## config.mk

```make
export PLATFORM = sky130hd
export DESIGN_NAME = multi_acc_calculator
export DESIGN_NICKNAME = d
export VERILOG_FILES = /design/src/rtl/multi_acc_calculator.sv
export SDC_FILE = /design/constraint.sdc
export NUM_CORES = 1
export LEC_CHECK = 0
export ABC_AREA = 1
export CAP_MARGIN = 40
export CORE_AREA = 2 2 129 131
export CTS_CLUSTER_DIAMETER = 80
export CTS_CLUSTER_SIZE = 12
export DETAILED_ROUTE_END_ITERATION = 10
export DIE_AREA = 0 0 131 133
export DONT_BUFFER_PORTS = 1
export MAX_ROUTING_LAYER = met4
export SYNTH_ARGS = -nofsm -noshare
export SYNTH_HDL_FRONTEND = slang
export SYNTH_SLANG_ARGS = --single-unit
```

## constraint.sdc

```tcl
create_clock -name clock -period 5.6 [get_ports clock]
set_clock_uncertainty 0.2 [all_clocks]
set_input_delay 1.12 -clock clock [delete_from_list [all_inputs] [get_ports clock]]
set_output_delay 1.12 -clock clock [all_outputs]
set_load 0.01 [all_outputs]
```

## src/rtl/multi_acc_calculator.sv

```systemverilog
// Bank of NUM_ACC accumulators driven by edge-triggered ALU commands,
// with a shared undo history, carry/zero flags and done/err pulses.
module multi_acc_calculator #(
  parameter int WIDTH      = 8,
  parameter int OPW        = 4,
  parameter int NUM_ACC    = 4,
  parameter int HIST_DEPTH = 4,
  parameter int SATURATE   = 0,
  localparam int ASW = (NUM_ACC > 1) ? $clog2(NUM_ACC) : 1,
  localparam int HCW = $clog2(HIST_DEPTH + 1)
) (
  input  logic             clock,
  input  logic             reset,
  input  logic             en,
  input  logic [2:0]       op,
  input  logic [OPW-1:0]   operand,
  input  logic [ASW-1:0]   acc_sel,
  output logic [WIDTH-1:0] acc_out,
  output logic             done,
  output logic             err,
  output logic             carry_flag,
  output logic             zero_flag,
  output logic [HCW-1:0]   hist_count
);

  localparam int HPW = (HIST_DEPTH > 1) ? $clog2(HIST_DEPTH) : 1;
  localparam logic [HPW-1:0] HP_LAST = HPW'(HIST_DEPTH - 1);
  localparam logic [HCW-1:0] HC_FULL = HCW'(HIST_DEPTH);

  localparam logic [2:0] OP_ADD  = 3'b000;
  localparam logic [2:0] OP_SUB  = 3'b001;
  localparam logic [2:0] OP_XOR  = 3'b010;
  localparam logic [2:0] OP_SHL  = 3'b011;
  localparam logic [2:0] OP_SHR  = 3'b100;
  localparam logic [2:0] OP_AND  = 3'b101;
  localparam logic [2:0] OP_OR   = 3'b110;
  localparam logic [2:0] OP_UNDO = 3'b111;

  logic [WIDTH-1:0] acc_q  [NUM_ACC];
  logic [WIDTH-1:0] acc_d  [NUM_ACC];
  logic [ASW-1:0]   hidx_q [HIST_DEPTH];
  logic [ASW-1:0]   hidx_d [HIST_DEPTH];
  logic [WIDTH-1:0] hval_q [HIST_DEPTH];
  logic [WIDTH-1:0] hval_d [HIST_DEPTH];
  logic [HPW-1:0]   wp_q, wp_d;
  logic [HCW-1:0]   hcnt_q, hcnt_d;
  logic             en_prev_q, en_prev_d;
  logic             done_q, done_d;
  logic             err_q, err_d;
  logic             carry_q, carry_d;
  logic             zero_q, zero_d;

  logic             sel_ok;
  logic [WIDTH-1:0] a, b, r;
  logic             c;
  logic [WIDTH:0]   sum, diff;
  logic [2*WIDTH-1:0] shl_w, shr_w;
  logic             b_big;
  logic [HPW-1:0]   top;

  assign sel_ok = (int'(acc_sel) < NUM_ACC);

  always_comb begin
    a     = sel_ok ? acc_q[acc_sel] : '0;
    b     = WIDTH'(operand);
    b_big = (32'(operand) >= WIDTH);
    sum   = {1'b0, a} + {1'b0, b};
    diff  = {1'b0, a} - {1'b0, b};
    shl_w = {{WIDTH{1'b0}}, a} << b;
    shr_w = {a, {WIDTH{1'b0}}} >> b;
    r     = '0;
    c     = 1'b0;
    case (op)
      OP_ADD: begin
        c = sum[WIDTH];
        r = (SATURATE != 0 && c) ? '1 : sum[WIDTH-1:0];
      end
      OP_SUB: begin
        c = diff[WIDTH];
        r = (SATURATE != 0 && c) ? '0 : diff[WIDTH-1:0];
      end
      OP_XOR: r = a ^ b;
      OP_AND: r = a & b;
      OP_OR:  r = a | b;
      // A shift of WIDTH or more discards every bit of a.
      OP_SHL: begin
        r = b_big ? '0 : shl_w[WIDTH-1:0];
        c = b_big ? (a != '0) : (shl_w[2*WIDTH-1:WIDTH] != '0);
      end
      OP_SHR: begin
        r = b_big ? '0 : shr_w[2*WIDTH-1:WIDTH];
        c = b_big ? (a != '0) : (shr_w[WIDTH-1:0] != '0);
      end
      default: ;
    endcase
  end

  assign top = (wp_q == '0) ? HP_LAST : wp_q - 1'b1;

  always_comb begin
    acc_d     = acc_q;
    hidx_d    = hidx_q;
    hval_d    = hval_q;
    wp_d      = wp_q;
    hcnt_d    = hcnt_q;
    en_prev_d = en;
    done_d    = 1'b0;
    err_d     = 1'b0;
    carry_d   = carry_q;
    zero_d    = zero_q;
    if (en && !en_prev_q) begin
      if (op == OP_UNDO) begin
        if (hcnt_q == '0) begin
          err_d = 1'b1;
        end else begin
          acc_d[hidx_q[top]] = hval_q[top];
          zero_d  = (hval_q[top] == '0);
          carry_d = 1'b0;
          wp_d    = top;
          hcnt_d  = hcnt_q - 1'b1;
          done_d  = 1'b1;
        end
      end else if (!sel_ok) begin
        err_d = 1'b1;
      end else begin
        acc_d[acc_sel] = r;
        zero_d  = (r == '0);
        carry_d = c;
        // Push overwrites the oldest entry once the ring is full.
        hidx_d[wp_q] = acc_sel;
        hval_d[wp_q] = a;
        wp_d    = (wp_q == HP_LAST) ? '0 : wp_q + 1'b1;
        hcnt_d  = (hcnt_q == HC_FULL) ? hcnt_q : hcnt_q + 1'b1;
        done_d  = 1'b1;
      end
    end
  end

  always_ff @(posedge clock) begin
    if (reset) begin
      acc_q     <= '{default: '0};
      hidx_q    <= '{default: '0};
      hval_q    <= '{default: '0};
      wp_q      <= '0;
      hcnt_q    <= '0;
      en_prev_q <= 1'b0;
      done_q    <= 1'b0;
      err_q     <= 1'b0;
      carry_q   <= 1'b0;
      zero_q    <= 1'b0;
    end else begin
      acc_q     <= acc_d;
      hidx_q    <= hidx_d;
      hval_q    <= hval_d;
      wp_q      <= wp_d;
      hcnt_q    <= hcnt_d;
      en_prev_q <= en_prev_d;
      done_q    <= done_d;
      err_q     <= err_d;
      carry_q   <= carry_d;
      zero_q    <= zero_d;
    end
  end

  assign acc_out    = sel_ok ? acc_q[acc_sel] : '0;
  assign done       = done_q;
  assign err        = err_q;
  assign carry_flag = carry_q;
  assign zero_flag  = zero_q;
  assign hist_count = hcnt_q;

endmodule

```

==> results.toml, run 1 <==
[outcome]
status = "finished, final reports clean"

[logic_synthesis]
avgSynthCellArea_um2 = 6.30
synth.area.top_cells = "dfxtp_1 (31%), nand2_1 (18%), a21oi_1 (10%), o21ai_0 (7.9%), nand3_1 (6.2%)"
synthDistinctLibCells = 40
synth_ff_type = "dfxtp_1"
syn_inst = 851
syn_nets = 883
synth_edf_count = 0
synth_area_mm2 = 0.00536
synth.largest_area_cell = "dfxtp_1"
synth_seq_area_share_pct = 30.6
ys_warn_count = 0
synth_top_area_share_pct = 30.6
async_flop_share_pct = 0
synth.ff_latch_count = 82

[critical_path]
cp.arrival_ns = 3.87
crit_chain = "inv_4, nand2_1, nand2_1, nand2_1, nand2_2, inv_1, ha_1, fa_1, o21ai_0, a21oi_1, or2_1, nand3_1, o21ai_1, nor2_1, nand2_1, nor2_1, nand2_1, nor2_1, nor2_1, nor2_1"
cp_slowest_stage_delay_ns = 0.40
crit_path_max_fanout = 22
endpoint_kind = "flop"
critPathRequiredTime_ns = 5.68
critPathTopFamily = "simple AND/OR/NAND/NOR gates"
path_buf_inv = 2
critical_path.slowest_cell = "fa_1"
critPathKind = "input pin to flop"
worstSetupStartpointType = "input pin"

[job]
max_cap_viol_count = 0

[floorplan]
rows = 47
dieWidth_um = 131
die_h_um = 133
initial_core_util_pct = 33.2
core_mm2 = 0.0162
die_area_mm2 = 0.0174
ios = 27

[pwr]
leakage_uw = 0.00254
p_per_area_mw_per_mm2 = 278
vdd.ir_drop.worst_uv = 126

[sta]
finalSetupViolCount = 0
fmax_mhz = 264
rsz0062_at_grt = "no"
worst_pin_slew_ns = 0.748
final.setup.tns_ns = 0
min_period_ns = 3.79
hold_ws_ns = 0.322
slew_violations = 0
finalHoldViolCount = 0
period_share_pct = 67.7
max_slew_margin_pct = 50.0

[clocking]
postCtsHoldBufs = 0
postCtsSetupBuffers = 0
post_cts_resized = 0
clk_latency_ns = 0.35
cts.sinks = 82
clock_path_buffers = 2
cts-htree-levels = 3
clk_pin_slew_worst_paths_ns = 0.06
cts_buffers = 9
root_buffer = "clkbuf_16"
cts_tree = "yes"

[detailed_routing]
drt_pass1_iterations = 6
wl_um = 17200
detail-route-antenna-nets = 0
vias = 5487
drt-initial-drc-count = 634
drc = 0
viasPerCell = 5.20
route.detailed.wl_per_inst_um = 16.3

[global_routing]
grt.total_usage_pct = 20.6
antenna_found_initial = 0
grt_overflow = 0
grt_pass1_wl_um = 27100
grt_pass1_vias = 5095
grt_max_degree = 42

[finish]
area.growth.synth_to_final_pct = 8.82
final_layout_size_suffix_gt1_share_pct = 7.89
diodes = 0
fin_nets = 863
finish.utilization_pct = 36.1
fin_area_mm2 = 0.00583
final_cell_mix = "nand2_1 (254), a21oi_1 (107), o21ai_0 (85)"
final_cell_count_no_fill = 1056
final_common_cell = "nand2_1"

[worst_hold_path]
hp-class = "flop to flop"

[placed_design]
gp_congestion = 0.958
detailed_place.area_mm2 = 0.00553
io_buffers = 0
dp_hpwl_um = 12300
dp.cells = 1040
## synthesized netlist by cell type (10+ instances only)
master	number
nand2_1	254
a21oi_1	107
o21ai_0	85
dfxtp_1	82
nand3_1	66
nor2_1	59
inv_1	44
clkbuf_1	21
ha_1	17
nand2_2	17
inv_2	15
a31oi_1	11
nand4_1	10
## sequential cells by signal, indices dropped and copies added (netlist names)
register and cells:
acc_q 32, hval_q 32, hidx_q 8, hist_count 3
wp_q 2, carry_flag 1, done 1, en_prev_q 1
err 1, zero_flag 1
## worst register-to-register path: cells and delay by family (launching register included)
family,cells,cell delay [ns]
AND/OR/NAND/NOR,5,1.16
buffers and inverters,3,0.59
adder cells (fa/ha/maj),1,0.59
flip-flops,1,0.42
AO/OA/AOI/OAI,2,0.22
## final timing paths
| check | start | end | slack [ns] | cells after the start |
|---|---|---|---|---|
| worst min-delay path | carry_flag | carry_flag | 0.32 | 2 |
| worst min register to register | carry_flag | carry_flag | 0.32 | 2 |
| worst max register to register | wp_q[0] | acc_q[0] | 2.29 | 11 |
| worst max-delay path | acc_sel[0] | zero_flag | 1.81 | 20 |
## per-stage QoR
step / setup slack (ns) / power, µW
after floorplan: 1.78 / 918
after detailed placement: 1.49 / 1010
after CTS: 1.84 / 1630
after global routing: 1.46 / 1700
final: 1.81 / 1620
after global placement: 1.59 / 1000
## per-layer routing
layer,up-vias,share of wire [%],track usage (%)
li1,2778,-,-
met1,2505,46,26.7
met2,171,46,32.0
met3,33,5.6,3.68
met4,0,2.8,7.15
met5,-,0,-
## power breakdown
part	internal, µW	total [µW]	switching, µW
sequential	619	641	21.8
combinational	103	361	258
clock	372	618	246
total	1090	1620	526
## layout make-up
cell class / instances / area, µm²
Fill cell: 1757 / 10300
Multi-Input combinational cell: 671 / 3310
Sequential cell: 82 / 1640
Tap cell: 220 / 275
Clock buffer: 13 / 260
Inverter: 63 / 239
Timing Repair Buffer: 4 / 57.6
Clock inverter: 3 / 46.3
## logic make-up (layout without fill, tap and decap cells)
family                     count (synthesis)  in the layout  synth area share, %
DFF                                       82             82                 30.6
and+or+nand+nor                          431            431                 35.2
xor gates and xnor gates                   4              4                0.654
adders and majority gates                 20             20                 5.09
AOI/OAI and AO/OA                        216            216                 20.8
buffers and inverters                     98             83                 7.56
Note: power is estimated with default switching activity, not from simulation.
==> run 2: changes to the inputs <==
- clock period: 5.6 -> 3.7 ns (I/O delays scaled with it)
==> results.toml, run 2 (synthesis gave the netlist of run 1 again) <==
[critical_path]
critPathTopFamily = "simple AND/OR/NAND/NOR gates"
worst-r2r-cell-count = 20
critPathRequiredTime_ns = 3.79
cp_slowest_stage_delay_ns = 0.40
path_buf_inv = 2
crit_cells = 21
crit_chain = "inv_4, nand2_1, nand2_1, nand2_1, nand2_2, inv_1, ha_1, fa_1, o21ai_0, a21oi_1, nand2_1, nor2_1, nor2_1, nand2_1, nand2_1, nand2_2, nor2_1, nand3_1, nor2_1, nor2_1, nor2_1"
crit_path_max_fanout = 22
cp.arrival_ns = 3.27
critical_path.slowest_cell = "fa_1"
endpoint_kind = "flop"
rrSetupSlack_ns = 0.78
critPathKind = "input pin to flop"
worstSetupStartpointType = "input pin"

[clocking]
clk_latency_ns = 0.35
cts-htree-levels = 3
cts_tree = "yes"
postCtsHoldBufs = 0
clock_path_buffers = 2
post_cts_resized = 0
cts.sinks = 82
cts_buffers = 9
root_buffer = "clkbuf_16"
postCtsSetupBuffers = 0
clk_pin_slew_worst_paths_ns = 0.07

[finish]
final_layout_size_suffix_gt1_share_pct = 9.33
fin_nets = 874
final_cell_mix = "nand2_1 (254), a21oi_1 (107), o21ai_0 (85)"
area.growth.synth_to_final_pct = 9.36
final_common_cell = "nand2_1"
diodes = 0
reg_top3 = "acc_q: 32 flops, hval_q: 32 flops, hidx_q: 8 flops"

[global_routing]
grt.total_usage_pct = 20.6
grt_overflow = 0
antenna_found_initial = 0
grt_pass1_wl_um = 27300
grt_max_degree = 79
grt_pass1_vias = 5116

[detailed_routing]
route.detailed.wl_per_inst_um = 16.0
vias = 5579
drt_pass1_iterations = 5
viasPerCell = 5.23
drt-initial-drc-count = 565
detail-route-antenna-nets = 0
drc = 0
wl_um = 17100

[floorplan]
ios = 27
rows = 47
core_mm2 = 0.0162
die_area_mm2 = 0.0174
die_h_um = 133
initial_core_util_pct = 33.2
dieWidth_um = 131

[sta]
finalHoldViolCount = 0
worst_pin_slew_ns = 0.681
hold_ws_ns = 0.255
fmax_mhz = 315
period_share_pct = 85.9
max_slew_margin_pct = 54.6
final.setup.tns_ns = 0
slew_violations = 0
finalSetupViolCount = 0
min_period_ns = 3.18
rsz0062_at_grt = "no"

[pwr]
p_per_area_mw_per_mm2 = 409
vdd.ir_drop.worst_uv = 226
leakage_uw = 0.00257

[job]
max_cap_viol_count = 0

[worst_hold_path]
hold_depth = 1
hp-class = "input pin to flop"

[placed_design]
dp_hpwl_um = 12300
gp_congestion = 0.904
io_buffers = 0

[outcome]
status = "finished, final reports clean"
[run 2: worst paths after layout]
path                                 start    endpoint
worst max-delay path            acc_sel[0]   zero_flag
worst min-delay path                 reset  carry_flag
worst max register to register    acc_q[0]   zero_flag
worst min register to register   acc_q[13]   acc_q[13]
[run 2: worst reg2reg max path: stages (launching register included)]
cell and delay (ns):
dfxtp_1 0.33, nand2_1 0.07, nand2_1 0.06, nand2_1 0.06, nand2_2 0.07, inv_1 0.15, ha_1 0.28, fa_1 0.40
o21ai_0 0.18, a21oi_1 0.12, nand2_1 0.10, nor2_1 0.06, nor2_1 0.11, nand2_1 0.06, nand2_1 0.07, nand2_2 0.11
nor2_1 0.14, nand3_1 0.08, nor2_1 0.09, nor2_1 0.04, nor2_1 0.08
[run 2: area by class of cell]
type	count	area (µm²)
Fill cell	1744	10300
Multi-Input combinational cell	671	3310
Sequential cell	82	1640
Tap cell	220	275
Clock buffer	10	239
Inverter	63	239
Timing Repair Buffer	15	113
Clock inverter	6	41.3
[run 2: metrics by stage]
stage / utilization (%) / setup slack [ns] / power, µW / instances / area [µm²]
after detailed placement: 34.5 / 0.203 / 1540 / 1051 / 5580
after floorplan: - / 0.258 / 1390 / 851 / 5360
after global placement: 34.5 / 0.201 / 1540 / 1050 / 5580
final: 36.3 / 0.522 / 2400 / 1067 / 5860
after CTS: 36.3 / 0.566 / 2400 / 1067 / 5860
after global routing: 36.3 / 0.200 / 2500 / 1067 / 5860
[run 2: layer usage]
layer | track usage [%] | vias to the layer above | wire, µm
met5 | - | - | 0
met4 | 6.09 | 0 | 386
met3 | 4.04 | 32 | 1020
met2 | 30.6 | 183 | 7840
met1 | 28.1 | 2562 | 7860
li1 | - | 2802 | -
[run 2: power by group]
| part | total, µW | switching (µW) | leakage [µW] | internal, µW |
|---|---|---|---|---|
| clock | 874 | 400 | 0.000131 | 473 |
| combinational | 554 | 390 | 0.00177 | 165 |
| sequential | 970 | 34.0 | 0.000669 | 936 |
| total | 2400 | 824 | 0.00257 | 1570 |
==> run 3: changes to the inputs <==
- ABC_AREA: 1 -> default
- CORE_AREA: 2 2 129 131 -> 2 2 134 136
- DIE_AREA: 0 0 131 133 -> 0 0 136 138
- clock period: 3.7 -> 2.81 ns (I/O delays scaled with it)
==> results.toml, run 3 <==
[logic_synthesis]
synth.largest_area_cell = "dfxtp_1"
syn_inst = 724
avgSynthCellArea_um2 = 8.00
synth_top_area_share_pct = 28.3
yosysMostFrequentCell = "nor2_1"
ys_warn_count = 0
synthDistinctLibCells = 73
synth_area_mm2 = 0.00579
synth.ff_latch_count = 82
synth_ff_type = "dfxtp_1"
synth_seq_area_share_pct = 28.3
synth.area.top_cells = "dfxtp_1 (28%), mux4_2 (8.6%), nor2_1 (6.7%), a21oi_1 (6.3%), nand2_1 (3.8%)"
syn_nets = 756
async_flop_share_pct = 0
synth_edf_count = 0
ys_top_cells_by_count = "nor2_1 (104), dfxtp_1 (82), a21oi_1 (73)"

[finish]
final_common_cell = "buf_4"
final_layout_size_suffix_gt1_share_pct = 33.5
area.growth.synth_to_final_pct = 31.7
regArea_mm2 = 0.00165
reg_top3 = "acc_q: 32 flops, hval_q: 32 flops, hidx_q: 8 flops"
diodes = 0
final_cell_count_no_fill = 1024
multi_input_area_mm2 = 0.00437
final_cell_mix = "buf_4 (104), nor2_1 (103), dfxtp_1 (74)"
num-fill-cells = 1755
fin_nets = 823

[floorplan]
initial_core_util_pct = 33.0
ios = 27
die_h_um = 138
rows = 49
core_mm2 = 0.0175
dieWidth_um = 136
die_area_mm2 = 0.0188

[detailed_routing]
detail-route-antenna-nets = 0
drt_pass1_iterations = 5
route.detailed.wl_per_inst_um = 19.5
viasPerCell = 5.74
wl_um = 20000
drt-initial-drc-count = 422
drc = 0
vias = 5874

[worst_hold_path]
hp-class = "input pin to flop"
hold_start = "reset"
whs_endpoint = "en_prev_q"
hold_depth = 1

[placed_design]
dp_hpwl_um = 14200
io_buffers = 0
dp.cells = 998
gp_congestion = 0.887

[critical_path]
crit_chain = "mux2_4, mux2i_4, inv_4, ha_4, o21bai_4, a2111o_1, o31ai_2, a21oi_1, or4b_4, a22o_1, a32o_1"
critPathLaunch = "acc_q[9]"
endpoint_kind = "flop"
cp_slowest_stage_delay_ns = 0.52
r2r-end = "acc_q[31]"
worstSetupStartpointType = "flop"
critical_path.slowest_cell = "or4b_4"
critPathKind = "flop to flop"
r2r-start = "acc_q[9]"
critPathRequiredTime_ns = 2.85
rrSetupSlack_ns = -0.44
cp.arrival_ns = 3.28
worst-r2r-cell-count = 11
crit_path_max_fanout = 4

[pwr]
vdd.ir_drop.worst_uv = 247
sw_frac_of_total_pct = 28.3
p_per_area_mw_per_mm2 = 426
leakage_uw = 0.00277
p_seq_share_pct = 37.8
p_sw_uw = 920
clkPwrFrac_pct = 37.5
pwr-share-comb_pct = 24.7
p_int_uw = 2330

[sta]
finalSetupViolCount = 28
hold_ws_ns = 0.0884
period_share_pct = 115
fin_ws_ns = -0.435
max_slew_margin_pct = 34.1
min_period_ns = 3.25
finalHoldViolCount = 0
worst_pin_slew_ns = 0.986
fmax_mhz = 308
slew_violations = 0
rsz0062_at_grt = "yes"

[global_routing]
grt_util_met2_pct = 32.8
grt_max_degree = 84
use_met1_pct = 29.7
antenna_found_initial = 0
grt.met3_usage_pct = 3.70
grt_pass1_vias = 5589
grt_pass1_wl_um = 31300
grt_overflow = 0
grt.total_usage_pct = 22.0
top_usage_layer = "met2"

[clocking]
clk_pin_slew_worst_paths_ns = 0.06
root_buffer = "clkbuf_16"
cts-htree-levels = 3
clock_path_buffers = 2
cts.sinks = 82
cts_buffers = 9
clk_latency_ns = 0.35
cts_tree = "yes"

[outcome]
violations = "setup timing"
status = "complete, but fails checks"

[job]
max_cap_viol_count = 0
==> run 3: changes by cell type after synthesis, moves of 15 or more <==
cell,previous run,this run
nand2_1,254,59
o21ai_0,85,24
nor2_1,59,104
a21oi_1,107,73
nand3_1,66,36
nor3_1,4,29
inv_1,44,20
mux2i_1,0,22
mux4_2,0,22
a211oi_1,1,21
clkbuf_1,21,40
nand2_2,17,0
mux2_2,0,15
==> run 3: routing by layer <==
layer	wire [µm]	share of wire, %	vias to the layer above
met5	0	0	-
met4	577	2.9	0
met3	1370	6.8	36
met2	9600	48	217
met1	8470	42	2842
li1	-	-	2779
==> run 3: how the worst max path moves through the flow <==
stage                     cells after the start   endpoint  slack (ns)
final                                        11  acc_q[31]       -0.44
after global placement                       11  acc_q[31]       -0.62
after floorplan                              12  acc_q[31]       -0.77
after CTS                                    11  acc_q[31]       -0.39
after global routing                         11  acc_q[31]       -0.51
after detailed placement                     11  acc_q[31]       -0.68
==> run 3: what timing repair did <==
action	4_1_cts	5_1_grt
hold buffers	0	0
pin swaps	11	44
endpoints found under the setup margin	26	33
resized for setup	28	70
setup buffers	4	8
==> run 3: through the flow <==
step / power [µW] / setup WS, ns / TNS (ns) / instance area (µm²) / utilization (%)
3_5_place_dp: 1940 / -0.678 / -15.12 / 6770 / 38.6
3_3_place_gp: 1930 / -0.625 / -14.51 / 6760 / 38.6
2_1_floorplan: 1740 / -0.771 / -11.56 / 6000 / -
4_1_cts: 3180 / -0.385 / -5.87 / 7230 / 41.2
6_report: 3250 / -0.435 / -7.71 / 7630 / 43.5
5_1_grt: 3380 / -0.513 / -10.74 / 7630 / 43.5
==> run 3: layout make-up <==
type,instances,share of cell area [%]
Inverter,23,1.20
Multi-Input combinational cell,559,57.2
Clock buffer,13,3.54
Timing Repair Buffer,116,12.2
Clock inverter,2,0.459
Tap cell,229,3.76
Sequential cell,82,21.6
==> run 3: critical path, delay by kind of cell (launching register included) <==
family | cells | cell delay, ns
adder cells (fa/ha/maj) | 1 | 0.15
multiplexers | 2 | 0.53
AO/OA/AOI/OAI | 6 | 1.32
AND/OR/NAND/NOR | 1 | 0.52
buffers and inverters | 1 | 0.07
flip-flops | 1 | 0.33
==> run 3: cells by family (layout without fill, tap and decap cells) <==
group	count (synthesis)	count (layout)	synth area share (%)
AND/OR/NAND/NOR	284	284	23.0
AO/OA/AOI/OAI	187	187	20.9
buffers and inverters	83	154	5.89
flip-flops	82	82	28.3
multiplexers	62	62	16.3
adder cells (fa/ha/maj)	20	20	4.71
XOR/XNOR	6	6	0.907
==> run 3: power groups by stage <==
stage,Clock [µW],Combinational [µW],Sequential [µW]
global placement,0,681,1250
finish,1220,802,1230
global route,1290,859,1230
detailed placement,0,685,1250
CTS,1230,719,1230
floorplan,0,485,1250
